## src/rtl/tdd_frame_sched.sv

```systemverilog
`default_nettype none
// ============================================================================
//  Module      : tdd_frame_sched
//  Description : TDD frame scheduler in the sample clock domain. Keeps a
//                per-frame sample counter and decodes the RX/TX windows and
//                the RF direction controls from it. Geometry and one-shot
//                length adjustments are latched on each frame boundary.
//  Revision    : 1.0 - initial release
// ============================================================================
module tdd_frame_sched #(
  parameter int CNT_W = 24
) (
  input  logic             clk,
  input  logic             nrst,
  input  logic             en,
  input  logic             ce,
  input  logic             sync,
  input  logic [CNT_W-1:0] frame_len,
  input  logic [CNT_W-1:0] rstart,
  input  logic [CNT_W-1:0] rend,
  input  logic [CNT_W-1:0] tstart,
  input  logic [CNT_W-1:0] tend,
  input  logic [CNT_W-1:0] frame_adj,
  input  logic             adj_req,
  output logic             adj_pending,
  output logic [CNT_W-1:0] frame_cnt,
  output logic [31:0]      frame_num,
  output logic             frame_start,
  output logic             rx_en,
  output logic             tx_en,
  output logic             tx_rx,
  output logic             pa_en,
  output logic             rf_sw
);

  typedef enum logic [0:0] {
    ST_IDLE = 1'b0,
    ST_RUN  = 1'b1
  } state_t;

  // Two guard bits: one for overflow above the counter range, one for sign.
  localparam int SW = CNT_W + 2;

  state_t           state_q, state_d;
  logic [CNT_W-1:0] cnt_q, cnt_d;
  logic [31:0]      num_q, num_d;
  logic             fs_q, fs_d;
  logic             rx_q, rx_d;
  logic             tx_q, tx_d;
  logic             pend_q, pend_d;
  logic [CNT_W-1:0] adj_q, adj_d;
  logic [CNT_W-1:0] len_q, len_d;
  logic [CNT_W-1:0] rs_q, rs_d, re_q, re_d;
  logic [CNT_W-1:0] ts_q, ts_d, te_q, te_d;

  logic [SW-1:0]    sum_w;
  logic [CNT_W-1:0] len_w;
  logic             rxw_w, txw_w;

  // Half-open window test; start > end wraps across the frame boundary.
  function automatic logic in_win(input logic [CNT_W-1:0] c,
                                  input logic [CNT_W-1:0] s,
                                  input logic [CNT_W-1:0] e);
    if (s < e)      return (c >= s) && (c < e);
    else if (s > e) return (c >= s) || (c < e);
    else            return 1'b0;
  endfunction

  // Length of the frame about to start: nominal plus pending delta, clamped.
  always_comb begin
    sum_w = {2'b00, frame_len};
    if (pend_q) sum_w = sum_w + {{2{adj_q[CNT_W-1]}}, adj_q};
    if (sum_w[SW-1] || (!sum_w[CNT_W] && (sum_w[CNT_W-1:0] < CNT_W'(2))))
      len_w = CNT_W'(2);
    else if (sum_w[CNT_W])
      len_w = '1;
    else
      len_w = sum_w[CNT_W-1:0];
  end

  // Next-state logic: sequencing, boundary handling and window decode.
  always_comb begin
    state_d = state_q;
    cnt_d   = cnt_q;
    num_d   = num_q;
    fs_d    = 1'b0;
    len_d   = len_q;
    rs_d    = rs_q;
    re_d    = re_q;
    ts_d    = ts_q;
    te_d    = te_q;
    pend_d  = pend_q;
    adj_d   = adj_q;
    rxw_w   = 1'b0;
    txw_w   = 1'b0;

    case (state_q)
      ST_IDLE: begin
        cnt_d = '0;
        if (en && ce) begin
          // First frame: counts as a boundary but is not numbered as a new one.
          state_d = ST_RUN;
          fs_d    = 1'b1;
        end
      end
      default: begin
        if (!en) begin
          state_d = ST_IDLE;
          cnt_d   = '0;
        end else if (sync || (ce && (cnt_q == len_q - CNT_W'(1)))) begin
          fs_d  = 1'b1;
          num_d = num_q + 32'd1;
        end else if (ce) begin
          cnt_d = cnt_q + CNT_W'(1);
        end
      end
    endcase

    if (fs_d) begin
      cnt_d = '0;
      len_d = len_w;
      rs_d  = rstart;
      re_d  = rend;
      ts_d  = tstart;
      te_d  = tend;
      pend_d = 1'b0;
    end

    // A request on the boundary clock survives to the following boundary.
    if (adj_req) begin
      pend_d = 1'b1;
      adj_d  = frame_adj;
    end

    if (state_d == ST_RUN) begin
      rxw_w = in_win(cnt_d, rs_d, re_d);
      txw_w = in_win(cnt_d, ts_d, te_d);
    end
    tx_d = txw_w;
    rx_d = rxw_w & ~txw_w;
  end

  // State and output registers.
  always_ff @(posedge clk or negedge nrst) begin
    if (!nrst) begin
      state_q <= ST_IDLE;
      cnt_q   <= '0;
      num_q   <= '0;
      fs_q    <= 1'b0;
      rx_q    <= 1'b0;
      tx_q    <= 1'b0;
      pend_q  <= 1'b0;
      adj_q   <= '0;
      len_q   <= CNT_W'(2);
      rs_q    <= '0;
      re_q    <= '0;
      ts_q    <= '0;
      te_q    <= '0;
    end else begin
      state_q <= state_d;
      cnt_q   <= cnt_d;
      num_q   <= num_d;
      fs_q    <= fs_d;
      rx_q    <= rx_d;
      tx_q    <= tx_d;
      pend_q  <= pend_d;
      adj_q   <= adj_d;
      len_q   <= len_d;
      rs_q    <= rs_d;
      re_q    <= re_d;
      ts_q    <= ts_d;
      te_q    <= te_d;
    end
  end

  assign adj_pending = pend_q;
  assign frame_cnt   = cnt_q;
  assign frame_num   = num_q;
  assign frame_start = fs_q;
  assign rx_en       = rx_q;
  assign tx_en       = tx_q;
  assign tx_rx       = tx_q;
  assign pa_en       = tx_q;
  assign rf_sw       = tx_q;

endmodule
`default_nettype wire

```

## config.mk

```make
export PLATFORM = sky130hd
export DESIGN_NAME = tdd_frame_sched
export DESIGN_NICKNAME = d
export VERILOG_FILES = /design/src/rtl/tdd_frame_sched.sv
export SDC_FILE = /design/constraint.sdc
export NUM_CORES = 1
export LEC_CHECK = 0
export CAP_MARGIN = 20
export CORE_MARGIN = 5
export CORE_UTILIZATION = 40
export DETAILED_ROUTE_END_ITERATION = 6
export PLACE_DENSITY = 0.62
export SYNTH_ARGS = -nofsm -noshare
export SYNTH_HDL_FRONTEND = slang
export SYNTH_SLANG_ARGS = --single-unit
export TNS_END_PERCENT = 5
```

## constraint.sdc

```tcl
create_clock -name clk -period 5.35 [get_ports clk]
set_input_delay 0.535 -clock clk [delete_from_list [all_inputs] [get_ports clk]]
set_output_delay 0.535 -clock clk [all_outputs]
set_load 0.02 [all_outputs]
```

# [Word level (Yosys, flattened, before mapping)]
# Cells that the tools add are included.
[word_totals] reg_bits=205 inputBits=150 output_inout_bits=63 wordCells=67
[classes] n_addsub=4 order_cmp=9 n_eq_ne=1 mux=26 bitwise_logic=2 reduce_logical=12
[ops] cell="$mux W24" n=11
[ops] cell="$lt A24 B24 Y1" n=4
[ops] cell="$ge A24 B24 Y1" n=2
[ops] cell="$gt A24 B24 Y1" n=2
[ops] cell="$add A32 B1 Y32 const B" n=1
[ops] cell="$add A25 B24 Y26" n=1
[ops] cell="$mux W26" n=1
[ops] cell="$add A24 B1 Y24 const B" n=1
[ops] cell="$eq A24 B24 Y1" n=1
[ops] cell="$lt A24 B2 Y1 const B" n=1
[ops] cell="$sub A24 B1 Y24 const B" n=1
[ops] cell="$mux W1" n=14
[ops] cell="$logic_and A1 B1 Y1" n=5
[ops] cell="$logic_or A1 B1 Y1" n=4
[ops] cell="$reduce_and A3 Y1" n=1
[ops] cell="$reduce_bool A2 Y1" n=1
[ops] cell="$and A1 B1 Y1" n=1
[ops] cell="$logic_not A1 Y1" n=1
[ops] cell="$not A1 Y1" n=1

# [Longest topological paths before layout]
# Gate-level depths: netlist of run 1.
[logic_depth] depth_word=15 mapped_depth=26 depth_no_buf=23

# [Worst setup path before layout of run 1]
# OpenSTA, ideal clock, no wires.
[synth_timing] path_kind="register to register" start="register len_q[13]" end="register rx_q (netlist: rx_en)" setup_ps=77 t_arrival_ps=5653 required_time_ps=5273 setup_slack_ps=-381 stages_incl_launch_ff=22 path_buffers=2 synth_period_minus_slack_ps=5731 path_cell_list="dfrtp_1 buf_6 or4_4 or2_1 clkbuf_2 or4_4 mux2i_1 mux2i_1 a2111oi_4 a2111oi_1 nand3_1 xor2_1 nor2_1 ha_1 a2111oi_0 o31ai_1 a31oi_1 o21ai_0 and3_1 a2111oi_0 nand4bb_1 a21oi_1"
[synth_via] elab_chain_len=15 elab_cells_between_ends=35 classes_between="add/sub: 1; order compare: 8; eq/ne: 1; mux: 17; bitwise: 2; reduce/logical: 6"
[synth_rtl] item="start: declaration" line="52" rtl="logic [CNT_W-1:0] len_q, len_d;"
[synth_rtl] item="start signal: assignment" line="168" rtl="len_q <= len_d;"
[synth_rtl] item="$sub A24 B1 Y24 *" line="110" rtl="end else if (sync || (ce && (cnt_q == len_q - CNT_W'(1)))) begin"
[synth_rtl] item="$eq A24 B24 Y1 *" line="110"
[synth_rtl] item="$logic_and A1 B1 Y1 *" line="110"
[synth_rtl] item="$logic_or A1 B1 Y1 *" line="110"
[synth_rtl] item="$mux W24 or $mux W1 (tied branches)" line="110"
[synth_rtl] item="$mux W24 or $mux W1 (tied branches)" line="107" rtl="if (!en) begin"
[synth_rtl] item="$mux W24 or $mux W1 (tied branches)" line="97" rtl="case (state_q)"
[synth_rtl] item="$mux W24 *" line="119" rtl="if (fs_d) begin"
[synth_rtl] item="via cnt_d[21]" line="45" rtl="logic [CNT_W-1:0] cnt_q, cnt_d;"
[synth_rtl] item="$ge A24 B24 Y1 or $lt A24 B24 Y1 (tied branches)" line="64, 65"
[synth_rtl] item="$logic_or A1 B1 Y1" line="65" rtl="else if (s > e) return (c >= s) || (c < e);"
[synth_rtl] item="$mux W1" line="65"
[synth_rtl] item="$mux W1" line="64" rtl="if (s < e) return (c >= s) && (c < e);"
[synth_rtl] item="$mux W1" line="135" rtl="if (state_d == ST_RUN) begin"
[synth_rtl] item="$not A1 Y1" line="140" rtl="rx_d = rxw_w & ~txw_w;"
[synth_rtl] item="$and A1 B1 Y1 *" line="140"
[synth_rtl] item="via rx_d" line="48" rtl="logic rx_q, rx_d;"
[synth_rtl] item="end signal: assignment" line="164" rtl="rx_q <= rx_d;"
[synth_rtl] item="end: declaration" line="48"
# The timed path passes the listed nets; every way through them passes the cells marked *.
# A chain may end at the register's enable or synchronous reset.

# [Worst setup path in the final report of run 1]
[layout_timing] start="register len_q[15]" end="register rx_q (netlist: rx_en)"
[layout_via] elab_chain_len=15 elab_cells_between_ends=35 classes_between="add/sub: 1; order compare: 8; eq/ne: 1; mux: 17; bitwise: 2; reduce/logical: 6"
[layout_rtl] item="$sub A24 B1 Y24 *" line="110"
[layout_rtl] item="$eq A24 B24 Y1 *" line="110"
[layout_rtl] item="$logic_and A1 B1 Y1 *" line="110"
[layout_rtl] item="$logic_or A1 B1 Y1 *" line="110"
[layout_rtl] item="$mux W24 or $mux W1 (tied branches)" line="110"
[layout_rtl] item="$mux W24 or $mux W1 (tied branches)" line="107"
[layout_rtl] item="$mux W24 or $mux W1 (tied branches)" line="97"
[layout_rtl] item="$mux W24" line="119"
[layout_rtl] item="$ge A24 B24 Y1 or $lt A24 B24 Y1 (tied branches)" line="64, 65"
[layout_rtl] item="$logic_or A1 B1 Y1" line="65"
[layout_rtl] item="$mux W1" line="65"
[layout_rtl] item="$mux W1" line="64"
[layout_rtl] item="$mux W1" line="135"
[layout_rtl] item="$not A1 Y1" line="140"
[layout_rtl] item="$and A1 B1 Y1 *" line="140"
[layout_rtl] item="via rx_d" line="48"
# Marks and branches as above.

==> results of run 1 <==
==> timing repair <==
action / 4_1_cts / 5_1_grt
pin swaps: 21 / 5
buffers inserted: 17 / 1
endpoints found under the setup margin: 2 / 2
gates resized for setup: 45 / 17
cloned: 2 / 0
==> how the worst min path moves through the flow <==
stage / cells past startpoint / from / endpoint / slack [ps]
after floorplan: 0 / nrst / adj_pending / 240
after global placement: 1 / frame_num[31] / frame_num[31] / 460
after detailed placement: 1 / frame_num[31] / frame_num[31] / 460
after CTS: 1 / nrst / adj_q[16] / 120
after global routing: 1 / nrst / adj_q[16] / 130
final: 1 / nrst / adj_q[16] / 30
==> cell usage after synthesis (all sizes together), types with 4 or more instances <==
| cell | count | area (um2) |
|---|---|---|
| or3 | 8 | 50.05 |
| buf | 23 | 165.2 |
| a211oi | 14 | 105.1 |
| or4 | 7 | 60.06 |
| nand3 | 47 | 235.2 |
| nand2b | 16 | 100.1 |
| mux2 | 69 | 777.0 |
| xor2 | 53 | 464.2 |
| and4 | 5 | 43.79 |
| a31oi | 11 | 68.82 |
| o21a | 9 | 67.56 |
| o21bai | 5 | 37.54 |
| and2 | 4 | 25.02 |
| clkbuf | 28 | 106.4 |
| nor4 | 17 | 127.6 |
| a211o | 5 | 43.79 |
| nor2 | 87 | 326.6 |
| a21boi | 5 | 37.54 |
| a2111oi | 12 | 125.1 |
| mux2i | 64 | 640.6 |
| a21oi | 63 | 315.3 |
| or2 | 4 | 25.03 |
| nand2 | 75 | 289.0 |
| nor2b | 8 | 50.05 |
| and3 | 13 | 81.33 |
| o221ai | 5 | 43.79 |
| a21o | 21 | 157.7 |
| inv | 129 | 484.2 |
| o31ai | 8 | 60.06 |
| o2bb2ai | 7 | 61.31 |
| nor4b | 5 | 43.79 |
| o211ai | 18 | 135.1 |
| xnor2 | 45 | 394.1 |
| o31a | 4 | 35.03 |
| nor3 | 41 | 220.2 |
| o2111ai | 5 | 43.79 |
| ha | 170 | 2127 |
| o21ai | 63 | 315.3 |
| dfrtp | 204 | 5105 |
| nand4 | 33 | 206.5 |
==> cell type report <==
type | instances | area, um2 | share of cell area
clock buffer | 34 | 730.7 | 0.03742
clock inverter | 14 | 147.6 | 0.007560
inverter | 129 | 484.2 | 0.02479
multi-input combinational | 1061 | 8578 | 0.4393
sequential | 205 | 5131 | 0.2628
tap | 455 | 569.3 | 0.02915
timing repair buffer | 427 | 3887 | 0.1991
==> sequential cells by signal, summed over array words and instances, names as in the netlist, 24 cells and up <==
| signal | cells |
|---|---|
| frame_num | 32 |
| rs_q | 24 |
| adj_q | 24 |
| frame_cnt | 24 |
| len_q | 24 |
| ts_q | 24 |
| te_q | 24 |
| re_q | 24 |
==> per-stage QoR <==
stage | area [um2] | setup slack (ps)
detailed placement | 18140 | -710.8
CTS | 19430 | -185.4
global placement | 18140 | -539.9
finish | 19530 | -250.0
global route | 19530 | -456.7
floorplan | 14260 | 3.626
==> worst register-to-register path: cells and delay by family (launching register included) <==
family                     cells  cell delay (ps)
AOI/OAI and AO/OA              8             1870
adders and majority gates      1              230
buffers and inverters          5              800
DFF                            1              380
muxes                          3              520
and+or+nand+nor                5             1730
==> cells by family (layout without fill, tap and decap cells) <==
| group | after synthesis | after routing |
|---|---|---|
| DFF | 205 | 205 |
| buffers and inverters | 180 | 604 |
| xor gates and xnor gates | 98 | 98 |
| adders and majority gates | 171 | 171 |
| and+or+nand+nor | 374 | 374 |
| AOI/OAI and AO/OA | 285 | 285 |
| muxes | 133 | 133 |
==> power groups by stage <==
stage	clock, mW	sequential, mW	combinational, mW
2_1_floorplan	0	1.92	1.21
3_3_place_gp	0	1.92	2.08
3_5_place_dp	0	1.92	2.12
4_1_cts	1.84	1.90	2.21
5_1_grt	1.90	1.93	2.47
6_report	1.79	1.90	2.23
==> metal layers <==
metal | vias to the layer above | GRT usage | routed length [um]
met5 | - | 0 | 0
met4 | 0 | 0.05993 | 1269
met3 | 70 | 0.03420 | 1962
met2 | 266 | 0.3663 | 20610
met1 | 5918 | 0.2695 | 18400
li1 | 6062 | - | -
==> results by group, run 1 <==
Die
  – Die Wd: 198.1 um
  – DIE HEIGHT: 198.1 um
  – IO Pins: 213
  – Die area: 39230 um2
  – Initial Util: 0.4076
  – Core area: 34710 um2
  – Core Rows: 68

Worst setup path
  – Crit start category: flop
  – R2r endpoint: rx_en
  – R2r setup slk: -250 ps
  – Worst Path Buf+Inv: 5
  – Cell Chain, Critical Path: or4_4, or2_4, or4_4, mux2i_1, mux2i_2, a2111oi_4, a31o_4, buf_12, buf_4, buf_4, buf_4, mux2i_2, buf_4, ha_1, a21oi_1, o21ai_0, a31oi_1, o21ai_0, and3_1, a2111oi_4, nand4bb_1, a21oi_1
  – Worst EP required: 5830 ps
  – FF-to-FF Start: len_q[15]
  – Crit path from: len_q[15]
  – Most Frequent Cell on Critical Path: buf_4
  – Stages on the worst setup path: 22
  – Worst path slowest cell: or4_4
  – Cell family with the largest share of critical-path delay: compound AO/OA/AOI/OAI gates
  – Worst R2R Path Depth: 22
  – CP Class: flop to flop
  – WP data arrival: 6080 ps
  – Critical path capture point type: flop
  – Crit path largest cell delay: 540 ps
  – CP endpoint: rx_en
  – Crit path max fanout: 12

Detailed routing
  – Routed Antenna Nets: 0
  – Routed length per instance: 18.17 um
  – Via count: 12316
  – DRT iter0 DRCs: 652
  – Vias/cell: 5.297
  – DRC viols: 0
  – First drt pass iteration count: 5
  – Total length of routed wires: 42250 um

Pwr
  – Clk pwr share: 0.303
  – Leakage power total: 9.173 nW
  – Total Power: 5.922 mW
  – Peak supply drop: 0.0002549 V
  – PwrDens: 303.2 nW/um2
  – Sw frac: 0.3337
  – Flop pwr share: 0.321
  – Combinational share of power: 0.376
  – Psw: 1.976 mW
  – Int Pwr: 3.946 mW

Hold path
  – Worst hold path class: input pin to async pin

Synth
  – YS warnings: 0
  – Syn_area_per_cell: 9.785 um2
  – FFs w/ async S/R, synth: 1.000
  – Synth Area in XOR/XNOR: 0.06067
  – Post-synthesis mux area share: 0.1002
  – Number of synthesized flops with an enable pin: 0
  – Synth Area in Simple Gates: 0.1357
  – #FFs+latches synth: 205
  – Adder-cell share of the synthesized area: 0.1518
  – Synth Area in Compound Gates: 0.1356
  – Post-synthesis cell area: 14150 um2
  – Synthesized instance count: 1446
  – Netlist cell types: 72
  – Main combinational cell family by area after synthesis: adder cells
  – Post-synthesis sequential area ratio: 0.3627
  – Primary FF master, synth: dfrtp_1
  – Synth Net Count: 1767

Clock tree
  – Hold Buf Count CTS: 0
  – Clock Tree Buf Depth: 3
  – Clk slew on worst S/H paths: 60 ps
  – Clock latency on the worst-skew pair: 550 ps
  – Num CTS Buffers: 26
  – CTS tree: done
  – # H-tree levels: 1
  – Sink Count: 205
  – Clock root buffer: clkbuf_16

Run status
  – Failing checks: setup timing
  – Status: complete, but fails checks

Place
  – Placed cells: 2257
  – RD Place Congestion: 0.9028
  – Post-DP HPWL: 32890 um
  – PortBufs: 212

STA
  – Fin crit share: 1.047
  – Setup TNS: -374.1 ps
  – Hold Fails Final Rpt: 0
  – Hold_ws: 34.76 ps
  – Worst-Margin Slew: 976.5 ps
  – Final Skew: 13.09 ps
  – Post-route minimum period: 5600 ps
  – Fin. max-slew vios: 0
  – Max frequency: 178.6 MHz
  – RSZ-0062 raised after global routing: yes
  – Final setup viols: 2
  – Final setup margin: -250.0 ps
  – Slew Limit Headroom: 0.3490

Cells and area
  – Layout cell share with drive strength beyond 1: 0.2096
  – Net count reported at finish: 2171
  – Core Util, Final: 0.5626
  – Ant. Diodes: 0
  – Commonest non-fill, non-tap cell in the layout: clkdlybuf4s50_1
  – Fillers: 3018
  – Most frequent cells in the layout: clkdlybuf4s50_1 (211), dfrtp_1 (204), buf_4 (203)
  – Final std cells w/o fill: 2325
  – Area grow syn2layout: 38.03%

GRT
  – GRT Util Overall: 0.2100
  – Grt total ovfl: 0
  – Initial antenna violation count: 0
  – First-pass GRT wire length: 66790 um
  – Vias in the first global route: 12751
  – Largest net degree at the start of global routing: 109

Run
  – Max-cap violation count: 0
No activity file was read; power rests on OpenSTA's default activity.
==> run 2: changes to the inputs <==
--- a/config.mk
+++ b/config.mk
@@ -9,7 +9,9 @@
 export CORE_MARGIN = 5
 export CORE_UTILIZATION = 40
 export DETAILED_ROUTE_END_ITERATION = 6
-export PLACE_DENSITY = 0.62
+export DONT_BUFFER_PORTS = 1
+export GPL_ROUTABILITY_DRIVEN = 1
+export PLACE_DENSITY = 0.54
 export SYNTH_ARGS = -nofsm -noshare
 export SYNTH_HDL_FRONTEND = slang
 export SYNTH_SLANG_ARGS = --single-unit
==> run 2 against run 1 <==
Compared with the run above: die area did not move; clock-buffer cell count rose by 3; maximum frequency rose by 0.12%; sequential power barely moved; critical path type unchanged; wire length rose by 1.1%; cell count fell by 7.6%; clock skew rose by 27 ps; total power fell by 0.35%; critical path depth did not move; largest power group unchanged; the run ends with hold timing, setup timing left; sequential share of layout area rose by 2.4 points; combinational power fell by 4%.
==> results by group, run 2 (synthesized netlist as in run 1, its figures left out) <==
Run status
  – Status: complete, but fails checks
  – Failing checks: hold timing, setup timing

Cells and area
  – Multi-input gate area: 8733 um2
  – Commonest non-fill, non-tap cell in the layout: buf_4
  – Net count reported at finish: 1993
  – Register Area: 5131 um2
  – Most frequent cells in the layout: buf_4 (233), dfrtp_1 (204), ha_1 (159)
  – Largest register FFs: 32
  – Core Util, Final: 0.5155
  – Layout cell share with drive strength beyond 1: 0.2602
  – Post-route cell area: 17890 um2
  – Final std cells w/o fill: 2148
  – Area grow syn2layout: 26.47%
  – Fillers: 3154

Clock tree
  – # H-tree levels: 1
  – Clock latency on the worst-skew pair: 570 ps
  – Sink Count: 205
  – Clock Tree Buf Depth: 3
  – Clk slew on worst S/H paths: 60 ps
  – Num CTS Buffers: 26
  – Clock root buffer: clkbuf_16
  – CTS tree: done

Worst setup path
  – Critical path capture point type: flop
  – Crit start category: flop
  – Worst EP required: 5840 ps
  – CP Class: flop to flop
  – Crit path max fanout: 6
  – WP data arrival: 6080 ps

STA
  – RSZ-0062 raised after global routing: yes
  – Final setup margin: -243.2 ps
  – Worst-Margin Slew: 1364 ps
  – Post-route minimum period: 5593 ps
  – Slew Limit Headroom: 0.09050
  – Setup TNS: -415.4 ps
  – Fin crit share: 1.045
  – Max frequency: 178.8 MHz
  – Fin. max-slew vios: 0
  – Hold_ws: -126.9 ps
  – Final setup viols: 2
  – Final Skew: 39.69 ps
  – Hold Fails Final Rpt: 32

Detailed routing
  – DRC viols: 0
  – Routed length per instance: 19.88 um
  – Routed Antenna Nets: 0
  – Via count: 11613
  – DRT iter0 DRCs: 568
  – Vias/cell: 5.406
  – Total length of routed wires: 42700 um
  – First drt pass iteration count: 5

Place
  – Placed cell areas: 16170 um2
  – Place WS: -490.7 ps
  – Post-DP HPWL: 32870 um
  – RD Place Congestion: 0.8705
  – Placed cells: 2063
  – PortBufs: 0

Pwr
  – Leakage power total: 8.619 nW
  – Peak supply drop: 0.0004099 V
  – PwrDens: 329.8 nW/um2
  – Total Power: 5.901 mW

GRT
  – Largest net degree at the start of global routing: 206
  – GRT met3 Usage: 0.05955
  – Grt total ovfl: 0
  – First-pass GRT wire length: 67140 um
  – Busiest grt layer: met2
  – Initial antenna violation count: 6
  – Met2 Usage GRT: 0.3723
  – Vias in the first global route: 12292
  – GRT Util Overall: 0.2152
  – Met1 Use GR: 0.2568

Run
  – Max-cap violation count: 0

Hold path
  – Worst hold path class: input pin to async pin

Die
  – Core area: 34710 um2
  – DIE HEIGHT: 198.1 um
  – IO Pins: 213
  – Die area: 39230 um2
  – Core Rows: 68
  – Initial Util: 0.4076
  – Die Wd: 198.1 um
[run 2: cell count changes in the layout (fill, tap and decap cells not counted), moves of 5 or more]
cell and delta:
mux2_2 -10, clkdlybuf4s50_1 -211, a21oi_1 -5, buf_4 +30
ha_1 -5, mux2_4 +10, ha_4 +5, nor2_2 -6
nor2_1 +6, a21oi_2 +5
[run 2: final cells by class]
cell class / instances / area share
antenna: 2 / 0.0002797
clock inverter: 10 / 0.007622
clock buffer: 37 / 0.04258
multi-input combinational: 1061 / 0.4881
inverter: 129 / 0.02706
sequential: 205 / 0.2868
tap: 455 / 0.03182
timing repair buffer: 249 / 0.1158
[run 2: final timing paths]
path	start	to	slack, ps	depth (start not counted)
worst max-delay path	len_q[16]	rx_en	-240	22
worst min-delay path	nrst	adj_q[10]	-130	1
worst max register to register	len_q[16]	rx_en	-240	22
worst min register to register	re_q[3]	re_q[3]	500	1
max in group asynchronous	nrst	adj_q[11]	4290	1
min in group clk	adj_req	adj_pending	120	1
[run 2: where the power goes]
group / leakage [nW] / internal, mW / switching (mW)
Combinational: 5.65 / 1.05 / 1.09
Sequential: 2.52 / 1.77 / 0.162
Clock: 0.448 / 1.13 / 0.696
[run 2: per-layer routing]
| metal | vias to the layer above | wire (um) |
|---|---|---|
| met5 | - | 57 |
| met4 | 8 | 1723 |
| met3 | 80 | 2867 |
| met2 | 244 | 20790 |
| met1 | 5583 | 17260 |
| li1 | 5698 | - |
[run 2: what timing repair did]
action / 4_1_cts / 5_1_grt
hold endpoints to repair: 205 / 0
pin swaps: 25 / 21
gates resized for setup: 56 / 33
setup endpoints to repair: 2 / 2
setup buffers: 20 / 12
hold buffers: 1 / 0
cloned: 3 / 1
[run 2: critical path, stage by stage, from the launching register on]
cell and delay [ps]:
dfrtp_1 370, or4_4 530, or2_4 250, buf_6 110, or4_4 400, a22oi_2 190, nand4_1 150, a2111oi_4 390
a31o_4 250, buf_6 140, buf_12 130, mux2_2 370, ha_1 290, nand4_1 90, buf_4 160, nor4_4 290
nand2_1 130, or3_4 420, o211ai_1 200, a21oi_2 70, o211a_1 130, a211o_1 330, a21oi_2 120
==> run 3: changes to the inputs <==
--- a/config.mk
+++ b/config.mk
@@ -11,7 +11,9 @@
 export DETAILED_ROUTE_END_ITERATION = 6
 export DONT_BUFFER_PORTS = 1
 export GPL_ROUTABILITY_DRIVEN = 1
+export HOLD_SLACK_MARGIN = 0.05
 export PLACE_DENSITY = 0.54
+export SKIP_CTS_REPAIR_TIMING = 1
 export SYNTH_ARGS = -nofsm -noshare
 export SYNTH_HDL_FRONTEND = slang
 export SYNTH_SLANG_ARGS = --single-unit
==> run 3 against run 2 <==
Compared with the run above: the run still ends with hold timing, setup timing left; clock-buffer cell count stayed put; die area stayed put; largest power group unchanged; final area is 0.41% lower.
==> results by group, run 3 (synthesized netlist as in run 1, its figures left out) <==
STA
  – Hold Fails Final Rpt: 14
  – RSZ-0062 raised after global routing: yes
  – Hold_ws: -92.67 ps
  – Final setup margin: -246.3 ps
  – Fin crit share: 1.046
  – Final Skew: 40.90 ps
  – Fin. max-slew vios: 0
  – Post-route minimum period: 5596 ps
  – Slew Limit Headroom: 0.1032
  – Final setup viols: 2
  – Max frequency: 178.7 MHz
  – Worst-Margin Slew: 1345 ps

Clock tree
  – Num CTS Buffers: 26
  – Clk slew on worst S/H paths: 60 ps
  – Sink Count: 205
  – Clock Tree Buf Depth: 3
  – # H-tree levels: 1
  – CTS tree: done
  – Clock latency on the worst-skew pair: 570 ps
  – Clock root buffer: clkbuf_16

Cells and area
  – Layout cell share with drive strength beyond 1: 0.2506
  – Most frequent cells in the layout: buf_4 (217), dfrtp_1 (204), ha_1 (160)
  – Largest register FFs: 32
  – Core Util, Final: 0.5134
  – Multi-input gate area: 8756 um2
  – Area grow syn2layout: 25.95%
  – Commonest non-fill, non-tap cell in the layout: buf_4
  – Net count reported at finish: 1978
  – Fillers: 3164
  – Register Area: 5131 um2
  – Final std cells w/o fill: 2133
  – Post-route cell area: 17820 um2

Worst setup path
  – Critical path capture point type: flop
  – Crit start category: flop
  – Worst path slowest cell: or4_4
  – Most Frequent Cell on Critical Path: buf_4
  – Cell family with the largest share of critical-path delay: compound AO/OA/AOI/OAI gates
  – WP data arrival: 6090 ps
  – Cell Chain, Critical Path: or4_4, or2_4, or4_4, mux2i_1, mux2i_1, a2111oi_4, a31o_4, buf_12, buf_12, buf_4, mux2_2, ha_1, nand2_1, o41ai_2, buf_4, a31oi_2, buf_4, a2111oi_4, nand4bb_1, a21oi_2
  – CP Class: flop to flop
  – Crit path max fanout: 8
  – Crit path largest cell delay: 540 ps
  – Worst EP required: 5840 ps
  – Worst Path Buf+Inv: 5

Place
  – RD Place Congestion: 0.8705
  – Post-DP HPWL: 32870 um
  – Place WS: -490.7 ps
  – PortBufs: 0
  – Placed cells: 2063
  – Placed cell areas: 16170 um2

Die
  – Core area: 34710 um2
  – Die area: 39230 um2
  – Core Rows: 68
  – DIE HEIGHT: 198.1 um
  – IO Pins: 213
  – Initial Util: 0.4076
  – Die Wd: 198.1 um

Pwr
  – Combinational share of power: 0.359
  – PwrDens: 329.1 nW/um2
  – Leakage power total: 8.543 nW
  – Int Pwr: 3.928 mW
  – Flop pwr share: 0.330
  – Peak supply drop: 0.0004186 V
  – Clk pwr share: 0.311
  – Psw: 1.937 mW
  – Sw frac: 0.3302

GRT
  – Largest net degree at the start of global routing: 206
  – Vias in the first global route: 11998
  – Initial antenna violation count: 6
  – GRT Util Overall: 0.2090
  – Grt total ovfl: 0
  – First-pass GRT wire length: 65490 um

Detailed routing
  – Routed Antenna Nets: 0
  – Via count: 11515
  – DRC viols: 0
  – DRT iter0 DRCs: 526
  – Vias/cell: 5.398
  – Routed length per instance: 19.98 um
  – First drt pass iteration count: 5
  – Total length of routed wires: 42630 um

Run status
  – Status: complete, but fails checks
  – Failing checks: hold timing, setup timing

Hold path
  – Worst hold path class: input pin to async pin

Run
  – Max-cap violation count: 0
run 3: changes by cell type in the layout (fill, tap and decap cells not counted), moves of 3 or more:
cell | before | now
mux2i_2 | 12 | 9
mux2i_4 | 4 | 10
nor3_1 | 35 | 38
buf_12 | 4 | 7
mux2i_1 | 48 | 45
a21oi_2 | 8 | 5
clkbuf_16 | 27 | 30
buf_4 | 233 | 217
nor3_2 | 6 | 3
run 3: worst paths after layout:
check | start | to | slack (ps) | cells after the start
min | nrst | adj_q[14] | -90 | 1
max reg2reg | len_q[16] | rx_en | -250 | 20
max in group asynchronous | nrst | frame_num[29] | 4280 | 1
min in group clk | adj_req | adj_pending | 120 | 1
max | len_q[16] | rx_en | -250 | 20
min reg2reg | re_q[3] | re_q[3] | 500 | 1
run 3: routing by layer:
layer  share of wire  routed length [um]  GRT usage  vias up
met5          0.0014                  60          0        -
li1                -                   -          -     5675
met1            0.41               17560     0.2517     5546
met4           0.033                1422    0.06605        8
met3           0.062                2662    0.05938       67
met2            0.49               20930     0.3619      219
run 3: through the flow:
step | TNS (ps) | power (mW)
final | -372.7 | 5.865
after global routing | -769.0 | 6.249
after CTS | -890.9 | 5.730
after detailed placement | -849.7 | 3.860
after global placement | -709.7 | 3.828
after floorplan | 0 | 3.131
run 3: final cells by class:
class,count,share of cell area
sequential,205,0.2879
tap,455,0.03195
clock buffer,37,0.04276
timing repair buffer,234,0.1109
antenna,2,0.0002808
inverter,129,0.02717
clock inverter,10,0.007653
multi-input combinational,1061,0.4913
run 3: power by group through the flow:
stage	clock network (mW)	registers, mW	logic, mW
3_5_place_dp	0	1.95	1.91
6_report	1.83	1.93	2.10
3_3_place_gp	0	1.95	1.88
2_1_floorplan	0	1.92	1.21
4_1_cts	1.88	1.93	1.92
5_1_grt	1.95	1.96	2.34
